<file path="config.mk">
export PLATFORM = sky130hd
export DESIGN_NAME = mem_port_arbiter_flat
export DESIGN_NICKNAME = d
export VERILOG_FILES = /design/src/rtl/mem_port_arbiter_if.sv /design/src/rtl/mem_port_arbiter.sv /design/src/flat_wrapper.sv
export SDC_FILE = /design/constraint.sdc
export NUM_CORES = 1
export LEC_CHECK = 0
export CORE_UTILIZATION = 40
export CTS_CLUSTER_SIZE = 25
export DETAILED_ROUTE_END_ITERATION = 10
export PLACE_DENSITY = 0.8
export SLEW_MARGIN = 20
export SYNTH_ARGS = -nofsm -noshare
export SYNTH_HDL_FRONTEND = slang
export SYNTH_SLANG_ARGS = --single-unit
</file>
<file path="constraint.sdc">
create_clock -name clk -period 2 [get_ports clk]
set_input_delay 0.4 -clock clk [delete_from_list [all_inputs] [get_ports clk]]
set_output_delay 0.4 -clock clk [all_outputs]
set_load 0.03 [all_outputs]
</file>
<file path="src/rtl/mem_port_arbiter_if.sv">
// rtl/mem_port_arbiter_if.sv - fetch/data request ports, memory port and stall for the arbiter
interface mem_port_arbiter_if;
   logic        if_req;
   logic [31:0] if_addr;
   logic [31:0] if_rdata;
   logic        if_ack;
   logic        d_req;
   logic        d_we;
   logic [31:0] d_addr;
   logic [31:0] d_wdata;
   logic [31:0] d_rdata;
   logic        d_ack;
   logic        mem_en;
   logic        mem_we;
   logic [9:0]  mem_addr;
   logic [31:0] mem_wdata;
   logic [31:0] mem_rdata;
   logic        stall;

   modport slave (
      input  if_req, if_addr, d_req, d_we, d_addr, d_wdata, mem_rdata,
      output if_rdata, if_ack, d_rdata, d_ack, mem_en, mem_we, mem_addr, mem_wdata, stall
   );

   modport master (
      output if_req, if_addr, d_req, d_we, d_addr, d_wdata, mem_rdata,
      input  if_rdata, if_ack, d_rdata, d_ack, mem_en, mem_we, mem_addr, mem_wdata, stall
   );
endinterface

</file>
<file path="src/rtl/mem_port_arbiter.sv">
// rtl/mem_port_arbiter.sv - shares one single-port memory between fetch and data requesters
module mem_port_arbiter #(
   parameter int MEM_LAT    = 2,
   parameter int STARVE_MAX = 4
) (
   input logic              clk,
   input logic              reset,
   mem_port_arbiter_if.slave bus
);
   localparam int SW = (STARVE_MAX < 1) ? 1 : $clog2(STARVE_MAX + 1);
   localparam logic [SW-1:0] STARVE_LIM = SW'(STARVE_MAX);
   localparam logic [2:0]    LAST_CYC   = 3'(MEM_LAT - 1);

   typedef enum logic [1:0] {IDLE, ACCESS, DONE} state_t;

   state_t        state, state_nx;
   logic [2:0]    cyc;
   logic [SW-1:0] starve;
   logic          owner_fetch;
   logic          we_r;
   logic [9:0]    addr_r;
   logic [31:0]   wdata_r;
   logic [31:0]   if_rdata_r;
   logic [31:0]   d_rdata_r;
   logic          grant_fetch;
   logic          accept;
   logic          last_cyc;

   logic unused_addr_bits;
   assign unused_addr_bits = ^{bus.if_addr[31:12], bus.if_addr[1:0],
                               bus.d_addr[31:12], bus.d_addr[1:0]};

   always_comb begin
      state_nx    = state;
      accept      = 1'b0;
      last_cyc    = (cyc == LAST_CYC);
      // data has priority unless the fetch side has been passed over STARVE_MAX times
      grant_fetch = bus.if_req && (!bus.d_req || starve == STARVE_LIM);
      case (state)
         IDLE: begin
            if (bus.if_req || bus.d_req) begin
               accept   = 1'b1;
               state_nx = ACCESS;
            end
         end
         ACCESS:  if (last_cyc) state_nx = DONE;
         DONE:    state_nx = IDLE;
         default: state_nx = IDLE;
      endcase
   end

   always_ff @(posedge clk) begin
      if (reset) begin
         state       <= IDLE;
         cyc         <= 3'd0;
         starve      <= '0;
         owner_fetch <= 1'b0;
         we_r        <= 1'b0;
         addr_r      <= 10'd0;
         wdata_r     <= 32'd0;
         if_rdata_r  <= 32'd0;
         d_rdata_r   <= 32'd0;
      end else begin
         state <= state_nx;
         if (accept) begin
            cyc         <= 3'd0;
            owner_fetch <= grant_fetch;
            addr_r      <= grant_fetch ? bus.if_addr[11:2] : bus.d_addr[11:2];
            we_r        <= !grant_fetch && bus.d_we;
            if (!grant_fetch) wdata_r <= bus.d_wdata;
            if (grant_fetch)
               starve <= '0;
            else if (bus.if_req && starve != STARVE_LIM)
               starve <= starve + 1'b1;
         end
         if (state == ACCESS) begin
            cyc <= cyc + 3'd1;
            if (last_cyc && !we_r) begin
               if (owner_fetch) if_rdata_r <= bus.mem_rdata;
               else             d_rdata_r  <= bus.mem_rdata;
            end
         end
      end
   end

   assign bus.mem_en    = (state == ACCESS);
   assign bus.mem_we    = (state == ACCESS) && we_r;
   assign bus.mem_addr  = addr_r;
   assign bus.mem_wdata = wdata_r;
   assign bus.if_ack    = (state == DONE) && owner_fetch;
   assign bus.d_ack     = (state == DONE) && !owner_fetch;
   assign bus.if_rdata  = if_rdata_r;
   assign bus.d_rdata   = d_rdata_r;
   assign bus.stall     = (bus.if_req && !bus.if_ack) || (bus.d_req && !bus.d_ack);
endmodule
</file>
<file path="src/flat_wrapper.sv">
// flat-port wrapper written by rule: the top's interface ports become plain ports
module mem_port_arbiter_flat 
#(
   parameter int MEM_LAT    = 2,
   parameter int STARVE_MAX = 4
)
  (clk, reset, bus_if_req, bus_if_addr, bus_d_req, bus_d_we, bus_d_addr, bus_d_wdata, bus_mem_rdata, bus_if_rdata, bus_if_ack, bus_d_rdata, bus_d_ack, bus_mem_en, bus_mem_we, bus_mem_addr, bus_mem_wdata, bus_stall);
  mem_port_arbiter_if bus_i ();
  input logic clk;
  input logic reset;
  input wire logic [$bits(bus_i.if_req)-1:0] bus_if_req;
  input wire logic [$bits(bus_i.if_addr)-1:0] bus_if_addr;
  input wire logic [$bits(bus_i.d_req)-1:0] bus_d_req;
  input wire logic [$bits(bus_i.d_we)-1:0] bus_d_we;
  input wire logic [$bits(bus_i.d_addr)-1:0] bus_d_addr;
  input wire logic [$bits(bus_i.d_wdata)-1:0] bus_d_wdata;
  input wire logic [$bits(bus_i.mem_rdata)-1:0] bus_mem_rdata;
  output wire logic [$bits(bus_i.if_rdata)-1:0] bus_if_rdata;
  output wire logic [$bits(bus_i.if_ack)-1:0] bus_if_ack;
  output wire logic [$bits(bus_i.d_rdata)-1:0] bus_d_rdata;
  output wire logic [$bits(bus_i.d_ack)-1:0] bus_d_ack;
  output wire logic [$bits(bus_i.mem_en)-1:0] bus_mem_en;
  output wire logic [$bits(bus_i.mem_we)-1:0] bus_mem_we;
  output wire logic [$bits(bus_i.mem_addr)-1:0] bus_mem_addr;
  output wire logic [$bits(bus_i.mem_wdata)-1:0] bus_mem_wdata;
  output wire logic [$bits(bus_i.stall)-1:0] bus_stall;
  assign bus_i.if_req = bus_if_req;
  assign bus_i.if_addr = bus_if_addr;
  assign bus_i.d_req = bus_d_req;
  assign bus_i.d_we = bus_d_we;
  assign bus_i.d_addr = bus_d_addr;
  assign bus_i.d_wdata = bus_d_wdata;
  assign bus_i.mem_rdata = bus_mem_rdata;
  assign bus_if_rdata = bus_i.if_rdata;
  assign bus_if_ack = bus_i.if_ack;
  assign bus_d_rdata = bus_i.d_rdata;
  assign bus_d_ack = bus_i.d_ack;
  assign bus_mem_en = bus_i.mem_en;
  assign bus_mem_we = bus_i.mem_we;
  assign bus_mem_addr = bus_i.mem_addr;
  assign bus_mem_wdata = bus_i.mem_wdata;
  assign bus_stall = bus_i.stall;
  mem_port_arbiter #(.MEM_LAT(MEM_LAT), .STARVE_MAX(STARVE_MAX)) u_core (.clk(clk), .reset(reset), .bus(bus_i));
endmodule
</file>
# Word-level counts from Yosys, hierarchy flattened
# Index checks and enable logic that the tools add are counted.
# Widths: inputs -> output; s select.
# word_totals
reg_bits	116
elab_cells	56
out_inout_bits	111
in_bits	133
# classes
n_eq_ne	7
mux	10
n_addsub	2
bitwise	2
n_reduce_logical	26
# op_table
operator	n
$mux 3	4
$mux 10	1
$logic_and 1x1->1	9
$add 3x1->3 const B	2
$logic_not 1->1	6
$reduce_and 2->1	3
$reduce_and 3->1	2
$mux 2	2
$ne 2x1->1 const B	2
$pmux 2 s2	1
$reduce_bool 2->1	2
$eq 3x1->1 const B	1
$eq 3x3->1 const B	1
$logic_or 1x1->1	3
$ne 3x3->1 const B	1
$eq 2x1->1 const B	1
$eq 2x2->1 const B	1
$logic_not 2->1	1
$mux 1	2
$not 1->1	2

# Longest topological paths before layout
# Gate-level depths: netlist of the first run.
# depth
depth_word	5
depth_mapped	7

# Worst setup path before layout of the first run
# Ideal clock, no wire load.
# synth_path
path_kind	reg2out
from	register u_core.state[1]
to	output port bus_stall
setup_slack_ns	-0.238
path_buffers	1
path_stages_with_launch	4
t_arrival_ns	1.838
cell_sequence	dfxtp_1 buf_2 nor3b_1 o22ai_1
# synth_between
elab_chain_len	5
word_cells_on_any_way	8
# synth_rtl
element	line	rtl
start, declared	mem_port_arbiter.sv:16	state_t state, state_nx;
start signal, assigned	mem_port_arbiter.sv:64	state <= state_nx;
$eq 2x2->1	mem_port_arbiter.sv:91	assign bus.d_ack = (state == DONE) && !owner_fetch;
$logic_and 1x1->1	mem_port_arbiter.sv:91	
via bus_d_ack	flat_wrapper.sv:21	output wire logic [$bits(bus_i.d_ack)-1:0] bus_d_ack;
$logic_not 1->1	mem_port_arbiter.sv:94	assign bus.stall = (bus.if_req && !bus.if_ack) || (bus.d_req && !bus.d_ack);
$logic_and 1x1->1	mem_port_arbiter.sv:94	
$logic_or 1x1->1	mem_port_arbiter.sv:94	
end, declared	flat_wrapper.sv:26	output wire logic [$bits(bus_i.stall)-1:0] bus_stall;
# The timed path passes the listed nets, and every way through them passes these cells.

# Worst setup path in the final report of the first run
# layout_path
from	input port bus_if_req
to	output port bus_stall
# layout_between
elab_chain_len	2
# layout_rtl
element	line	rtl
start, declared	flat_wrapper.sv:11	input wire logic [$bits(bus_i.if_req)-1:0] bus_if_req;
$logic_and 1x1->1	mem_port_arbiter.sv:94	
$logic_or 1x1->1	mem_port_arbiter.sv:94	
# No other way between the ends.

==> results of run 1 <==
-- metal layers --
layer	part of all wire [%]	GRT usage, %
met1	42	25.1
met2	49	38.1
met3	7.3	7.23
met4	1.9	10.6
met5	0	0
-- power breakdown --
part	total [mW]	internal (mW)	switching, mW	leakage [nW]
Sequential	2.47	2.41	0.0546	0.943
Clock	2.88	1.91	0.975	0.277
Combinational	0.975	0.484	0.490	1.73
Total	6.33	4.81	1.52	2.95
-- worst register-to-register path: stages, from the launching register on --
cell and delay [ns]:
dfxtp_1 0.35, inv_1 0.05, ha_1 0.20, and4bb_2 0.25, nand2_2 0.05, buf_4 0.42, mux2i_1 0.28
-- sequential cells by signal, summed over array words and instances (netlist names) --
name	count
u_core.bus.if_rdata	32
u_core.bus.d_rdata	32
u_core.bus.mem_wdata	32
u_core.owner_fetch	1
u_core.we_r	1
u_core.bus.mem_addr	10
u_core.cyc	3
u_core.starve	3
u_core.state	2
-- kinds of logic (layout without fill, tap and decap cells) --
logic type,after synthesis,after routing,share of synthesized area (%)
simple gates,173,173,21.2
flops,116,116,47.3
compound gates,111,111,12.4
mux,64,64,13.1
buf+inv,51,255,4.72
fa+ha+maj,4,4,1.02
xor+xnor,1,1,0.179
-- synthesized netlist by cell type, types with 2 or more instances --
| cell type | instances |
|---|---|
| nand2b_1 | 98 |
| nand4_1 | 2 |
| nor2_1 | 3 |
| buf_2 | 8 |
| nand2_1 | 4 |
| o21ai_1 | 5 |
| buf_4 | 6 |
| and2_1 | 2 |
| nor2b_1 | 2 |
| inv_1 | 6 |
| nand3_1 | 44 |
| ha_1 | 4 |
| dfxtp_1 | 116 |
| o21ai_0 | 41 |
| a311oi_1 | 10 |
| nor3b_1 | 2 |
| nor3_1 | 4 |
| or3_1 | 2 |
| mux2i_1 | 64 |
| a21oi_1 | 50 |
| clkbuf_1 | 30 |
-- timing repair --
action                                  4_1_cts  5_1_grt
buffers inserted                              0        0
resized for setup                             2        0
endpoints found under the setup margin        2        0
-- cell type report --
class / count / area [um2] / share of cell area [%]
Clock inverter: 5 / 75.1 / 0.979
Inverter: 6 / 22.5 / 0.294
Tap cell: 147 / 184 / 2.40
Timing Repair Buffer: 219 / 2220 / 28.9
Multi-Input combinational cell: 353 / 2360 / 30.8
Sequential cell: 116 / 2320 / 30.3
Clock buffer: 25 / 485 / 6.33
-- metrics by stage --
| step | setup WS, ns | utilization [%] | power [mW] | area [um2] | hold slack [ns] |
|---|---|---|---|---|---|
| 6_report | 0.132 | 64.1 | 6.33 | 7670 | 0.470 |
| 5_1_grt | 0.0473 | 64.1 | 6.59 | 7670 | 0.492 |
| 4_1_cts | 0.120 | 64.1 | 6.40 | 7670 | 0.472 |
| 3_5_place_dp | 0.0439 | 59.4 | 3.48 | 7110 | 0.465 |
| 3_3_place_gp | 0.0957 | 59.4 | 3.46 | 7110 | 0.459 |
| 2_1_floorplan | 0.136 | - | 3.01 | 4910 | 0.449 |
-- worst paths after layout --
kind | startpoint | end | slack, ns | cells after the start
setup / recovery | bus_if_req | bus_stall | 0.13 | 5
hold / removal | u_core.bus.d_rdata[23] | u_core.bus.d_rdata[23] | 0.47 | 2
setup reg to reg | u_core.cyc[1] | u_core.bus.if_rdata[15] | 0.32 | 6
hold reg to reg | u_core.bus.d_rdata[23] | u_core.bus.d_rdata[23] | 0.47 | 2
==> flow_summary.toml, run 1 <==
[timing]
finalSetupViolations = 0
rsz0062_at_grt = "false"
tightestPinTransition_ns = 0.508
post-route-period-util_pct = 93.4
period_minus_slack_ns = 1.87
final_hold_viol_count = 0
slew_headroom_pct = 66.2
drv_slew = 0
finClkSkew_ns = 0.00844
fmax_mhz = 535
finalSetupTns_ns = 0

[worst_setup_path]
path_common_cell = "buf_4"
path_cells = "clkdlybuf4s50_1, buf_4, inv_1, o22ai_1, buf_4"
path_class = "input port to output port"
cp-end-kind = "output port"
cp_data_arrival_time_ns = 1.47
cp_slowest_cell = "clkdlybuf4s50_1"
slowest_delay_ns = 0.53
crit_path_start_kind = "input port"
path_delay_family = "buffers and inverters"
required_ns = 1.60
crit_fanout = 4
critPathBufInv = 4

[grt]
antenna_found_initial = 0
grt_pass1_wl_mm = 22.5
grt-ovfl-total = 0
grt.total_usage_pct = 22.3
grt_pass1_vias = 4731
grt_max_degree = 80

[yosys]
yosys.area.top_type = "dfxtp_1"
netlist_area_um2 = 4910
synth_top_area_share_pct = 47.3
ys.warnings.count = 0
synth_edf_count = 0
async_flop_share_pct = 0
synth_cell_types = 38
synth_area_per_cell_um2 = 9.43
synth-seq-cells = 116
synth_ff_type = "dfxtp_1"
synth.area.top_cells = "dfxtp_1 47%, mux2i_1 13%, nand2b_1 12%, a21oi_1 5.1%, nand3_1 4.5%"
synth_nets = 657
yosysSeqAreaShare_pct = 47.3
syn_inst = 520

[die]
row_count = 40
die_area_um2 = 12700
core-area_um2 = 12000
die_x_um = 113
die_y_um = 113
start_util_pct = 41.0
boundaryPins = 244

[routing]
via_count = 4423
postRouteAntennaNets = 0
drt-pass1-iter-count = 6
avgRoutedWirePerCell_um = 15.4
drt_first_iter_violations = 261
routed_wl_mm = 13.4
via_per_inst = 5.08
drcViolationCount = 0

[clocking]
htreeDepth = 4
cts_buffers = 17
clk_pin_slew_worst_paths_ns = 0.05
tritoncts = "built"
clock_path_buffers = 2
clock_latency_ns = 0.40
ctsHoldBuffers = 0
cts_sinks = 116
cts_root_buffer = "clkbuf_16"

[placement]
placement.io_buffers = 199
place_hpwl_mm = 9.33
place.gp.congestion = 0.756
placedCellCount = 841

[cells_and_area]
final_cell_mix = "193 x clkdlybuf4s50_1, 116 x dfxtp_1, 98 x nand2b_1"
drive_gt1_share_pct = 8.01
n_antenna_cell = 0
area_delta_synth_final_pct = 56.3
final_common_cell = "clkdlybuf4s50_1"
layout.cells.non_filler = 871
fill_cells = 986
layout.nets = 850

[power]
power.density_nw_per_um2 = 825
peakVddDrop_mv = 0.554
p_leak_nw = 2.95

[worst_hold_path]
hold_class = "flip-flop to flip-flop"

[flow_run]
maxCapViolations = 0

[outcome]
status = "finished clean"
No activity file was read; power rests on OpenSTA's default activity.
==> run 2: changes to the inputs <==
--- a/config.mk
+++ b/config.mk
@@ -5,6 +5,7 @@
 export SDC_FILE = /design/constraint.sdc
 export NUM_CORES = 1
 export LEC_CHECK = 0
+export CORE_MARGIN = 2
 export CORE_UTILIZATION = 40
 export CTS_CLUSTER_SIZE = 25
 export DETAILED_ROUTE_END_ITERATION = 10
==> flow_summary.toml, run 2 (synthesized netlist as in run 1, its figures left out) <==
[clocking]
cts_setup_buffers = 0
clock_latency_ns = 0.41
cts_buffers = 17
clk_pin_slew_worst_paths_ns = 0.05
ctsHoldBuffers = 0
cts_sinks = 116
cts_root_buffer = "clkbuf_16"
clock_path_buffers = 2
htreeDepth = 4
tritoncts = "built"

[worst_setup_path]
cp_slowest_cell = "dfxtp_2"
cp.depth = 4
worst_r2r_path_depth = 5
cp_data_arrival_time_ns = 1.51
r2r_setup_slack_ns = 0.30
path_cells = "buf_4, nor2b_2, and2_1, buf_4"
required_ns = 1.60
cp-end-kind = "output port"
r2r_start = "u_core.state[1]"
path_common_cell = "buf_4"
path_class = "flip-flop to output port"
crit_fanout = 7
slowest_delay_ns = 0.40
timing.rr.end = "u_core.bus.d_rdata[17]"
crit_path_start_kind = "flip-flop"
path_delay_family = "flip-flops"
critPathBufInv = 2

[cells_and_area]
drive_gt1_share_pct = 9.23
area_delta_synth_final_pct = 57.3
seq_area_um2 = 2320
n_antenna_cell = 0
fill_cells = 970
multi_input_area_um2 = 2360
layout.nets = 850
fin_area_um2 = 7710
layout.cells.non_filler = 873
final_cell_mix = "193 x clkdlybuf4s50_1, 115 x dfxtp_1, 98 x nand2b_1"
final_common_cell = "clkdlybuf4s50_1"

[placement]
placed_area_um2 = 7090
placement.io_buffers = 199
place.gp.congestion = 0.771
dp_slack_ns = 0.0603
placedCellCount = 841
place_hpwl_mm = 9.79

[grt]
grt_max_degree = 86
antenna_found_initial = 0
grt-ovfl-total = 0
grt_pass1_wl_mm = 21.9
grt.total_usage_pct = 21.1
grt_pass1_vias = 4545

[power]
power.density_nw_per_um2 = 855
p_leak_nw = 2.97
pwr-share-comb_pct = 14.6
switching_share_pct = 23.6
seqPwrFrac_pct = 37.5
netSwitchingPower_mw = 1.56
pwr-share-clk_pct = 47.9
peakVddDrop_mv = 0.707
intPower_mw = 5.04

[timing]
finalSetupViolations = 0
tightestPinTransition_ns = 0.391
finalSetupTns_ns = 0
whs_ns = 0.473
setup_ws_ns = 0.0915
drv_slew = 0
rsz0062_at_grt = "false"
post-route-period-util_pct = 95.4
period_minus_slack_ns = 1.91
slew_headroom_pct = 73.8
fmax_mhz = 524
finClkSkew_ns = 0.00766
final_hold_viol_count = 0

[outcome]
status = "finished clean"

[worst_hold_path]
holdPathStages = 2
worstHoldEndpoint = "u_core.bus.d_rdata[25]"
hold_path_startpoint = "u_core.bus.d_rdata[25]"
hold_class = "flip-flop to flip-flop"

[flow_run]
maxCapViolations = 0

[routing]
via_per_inst = 5.22
drt-pass1-iter-count = 5
routed_wl_mm = 14.0
via_count = 4559
postRouteAntennaNets = 0
drt_first_iter_violations = 214
avgRoutedWirePerCell_um = 16.0
drcViolationCount = 0

[die]
die_y_um = 115
row_count = 40
die_area_um2 = 13200
core-area_um2 = 12000
start_util_pct = 40.8
die_x_um = 115
boundaryPins = 244
## run 2: per-stage QoR
| step | util, % | power (mW) |
|---|---|---|
| 2_1_floorplan | - | 3.01 |
| 3_3_place_gp | 59.0 | 3.45 |
| 3_5_place_dp | 59.0 | 3.48 |
| 4_1_cts | 64.2 | 6.65 |
| 5_1_grt | 64.2 | 6.83 |
| 6_report | 64.2 | 6.60 |
## run 2: layer usage
metal | share of wire (%) | track usage [%]
met2 | 51 | 36.6
met1 | 40 | 24.3
met5 | 0 | 0
met3 | 6.5 | 6.59
met4 | 2.2 | 8.43
## run 2: worst max-delay path by stage
stage | start | to | slack [ns]
global route | u_core.state[1] | bus_if_ack | 0.01
detailed placement | bus_d_req | u_core.bus.mem_wdata[23] | 0.06
CTS | u_core.state[0] | bus_mem_we | 0.02
global placement | bus_d_req | u_core.bus.mem_wdata[28] | 0.10
finish | u_core.state[0] | bus_mem_we | 0.09
floorplan | u_core.state[0] | bus_mem_we | 0.14
## run 2: power by group through the flow
stage               clock, mW  combinational, mW  sequential (mW)
floorplan                   0              0.339             2.68
global placement            0              0.939             2.51
detailed placement          0              0.962             2.52
CTS                      3.22              0.968             2.47
global route             3.32               1.03             2.48
finish                   3.16              0.964             2.47
## run 2: tightest hold or removal path: stages, from the launching register on
cell	delay [ns]
dfxtp_1	0.30
nand2b_1	0.06
mux2i_1	0.06
## run 2: layout make-up
class                      instances  area share, %
timing repair buffer             219           28.4
tap                              147           2.38
multi-input combinational        353           30.7
clock buffer                      24           6.63
inverter                           6          0.292
clock inverter                     8           1.56
sequential                       116           30.1
## run 2: what timing repair did
| item | CTS | global route |
|---|---|---|
| resized for setup | 3 | 3 |
| endpoints found under the setup margin | 3 | 2 |
| endpoints found under the hold margin | 0 | 0 |
==> run 3: changes to the inputs <==
--- a/config.mk
+++ b/config.mk
@@ -5,9 +5,10 @@
 export SDC_FILE = /design/constraint.sdc
 export NUM_CORES = 1
 export LEC_CHECK = 0
+export ABC_AREA = 1
 export CORE_MARGIN = 2
-export CORE_UTILIZATION = 40
-export CTS_CLUSTER_SIZE = 25
+export CORE_UTILIZATION = 39
+export CTS_CLUSTER_SIZE = 24
 export DETAILED_ROUTE_END_ITERATION = 10
 export PLACE_DENSITY = 0.8
 export SLEW_MARGIN = 20
==> flow_summary.toml, run 3 <==
[yosys]
ys.warnings.count = 0
synth_top_area_share_pct = 51.1
async_flop_share_pct = 0
yosys-top-cells-count = "116 x dfxtp_1, 99 x nand2_1, 90 x nor2_1"
synth_most_common_cell = "dfxtp_1"
synth.area.top_cells = "dfxtp_1 51%, nand2_1 8.2%, a21oi_1 7.7%, nor2_1 7.4%, nand3_1 5.0%"
synth_ff_type = "dfxtp_1"
synth_cell_types = 24
synth-seq-cells = 116
synth_edf_count = 0
synth_nets = 724
syn_inst = 587
netlist_area_um2 = 4550
yosysSeqAreaShare_pct = 51.1
synth_area_per_cell_um2 = 7.75
yosys.area.top_type = "dfxtp_1"

[worst_setup_path]
cp-end-kind = "output port"
cp_data_arrival_time_ns = 1.51
path_class = "flip-flop to output port"
crit_path_start_kind = "flip-flop"
required_ns = 1.60
crit_fanout = 36
r2r_setup_slack_ns = 0.30

[timing]
period_minus_slack_ns = 1.91
finClkSkew_ns = 0.00671
tightestPinTransition_ns = 0.650
final_hold_viol_count = 0
finalSetupTns_ns = 0
drv_slew = 0
rsz0062_at_grt = "false"
slew_headroom_pct = 56.5
fmax_mhz = 524
finalSetupViolations = 0
post-route-period-util_pct = 95.5

[grt]
antenna_found_initial = 0
grt.total_usage_pct = 22.5
grt_pass1_vias = 4855
grt_max_degree = 82
grt-ovfl-total = 0
grt_pass1_wl_mm = 22.6

[routing]
drcViolationCount = 0
drt-pass1-iter-count = 5
via_per_inst = 5.17
drt_first_iter_violations = 359
postRouteAntennaNets = 0
avgRoutedWirePerCell_um = 15.1
routed_wl_mm = 14.0
via_count = 4801

[placement]
place_hpwl_mm = 9.52
placement.io_buffers = 199
place.gp.congestion = 0.879

[cells_and_area]
layout.nets = 910
final_common_cell = "clkdlybuf4s50_1"
drive_gt1_share_pct = 8.52
fill_cells = 936
fin_util_pct = 64.2
area_delta_synth_final_pct = 61.2
final_cell_mix = "193 x clkdlybuf4s50_1, 116 x dfxtp_1, 99 x nand2_1"
n_antenna_cell = 0

[die]
boundaryPins = 244
die_x_um = 112
die_y_um = 112
core-area_um2 = 11400
row_count = 39
start_util_pct = 39.8
die_area_um2 = 12500

[clocking]
cts_setup_buffers = 0
cts_buffers = 17
cts_root_buffer = "clkbuf_16"
clk_pin_slew_worst_paths_ns = 0.05
tritoncts = "built"
htreeDepth = 4
clock_path_buffers = 2
clock_latency_ns = 0.42
cts_sinks = 116

[power]
power.density_nw_per_um2 = 987
p_leak_nw = 2.75
peakVddDrop_mv = 0.699

[flow_run]
maxCapViolations = 0

[outcome]
status = "finished clean"

[worst_hold_path]
hold_class = "input port to flip-flop"
==> run 3: what timing repair did <==
item	CTS	global route
gates cloned	0	0
resized for setup	3	1
endpoints found under the setup margin	3	1
hold buffers	0	0
==> run 3: where the power goes <==
part	leakage, nW	switching, mW	internal [mW]
clock network	0.322	1.07	2.31
logic	1.49	0.771	0.558
registers	0.946	0.0785	2.45
total	2.75	1.92	5.31
==> run 3: worst paths after layout <==
kind	from	to	cells after the start
max	u_core.owner_fetch	bus_stall	4
min	reset	u_core.cyc[2]	4
max reg2reg	u_core.cyc[0]	u_core.bus.d_rdata[11]	6
min reg2reg	u_core.bus.if_rdata[26]	u_core.bus.if_rdata[26]	2
==> run 3: metrics by stage <==
stage / instances / power [mW] / area (um2) / setup WS, ns / hold WS, ns
2_1_floorplan: 587 / 3.31 / 4550 / 0.311 / 0.460
3_3_place_gp: 897 / 3.86 / 6650 / 0.155 / 0.448
3_5_place_dp: 897 / 3.89 / 6650 / 0.134 / 0.453
4_1_cts: 929 / 7.29 / 7320 / 0.0231 / 0.332
5_1_grt: 929 / 7.50 / 7330 / 0.0164 / 0.370
6_report: 929 / 7.23 / 7330 / 0.0902 / 0.356
==> run 3: kinds of logic (layout without fill, tap and decap cells) <==
group,after synthesis,count (layout),synth area share [%]
flip-flops,116,116,51.1
buffers and inverters,70,269,7.57
AND/OR/NAND/NOR,289,289,28.2
AO/OA/AOI/OAI,107,107,11.9
adder cells (fa/ha/maj),4,4,1.10
XOR/XNOR,1,1,0.193
==> run 3: final cells by class <==
type	instances	area, um2	share of cell area (%)
Clock inverter	12	201	2.75
Inverter	23	86.3	1.18
Sequential cell	116	2320	31.7
Multi-Input combinational cell	401	1890	25.7
Clock buffer	20	467	6.37
Timing Repair Buffer	214	2190	29.9
Tap cell	143	179	2.44
==> run 3: worst max-delay path: stages, from the launching register on <==
cell and delay, ns:
dfxtp_1 0.39, buf_12 0.23, and3_1 0.22, o22ai_1 0.08, buf_4 0.17
==> run 3: layer usage <==
metal / GRT usage, % / wire length (um)
met1: 23.1 / 5340
met2: 39.5 / 6900
met3: 8.71 / 1300
met4: 12.1 / 463
met5: 0 / 0
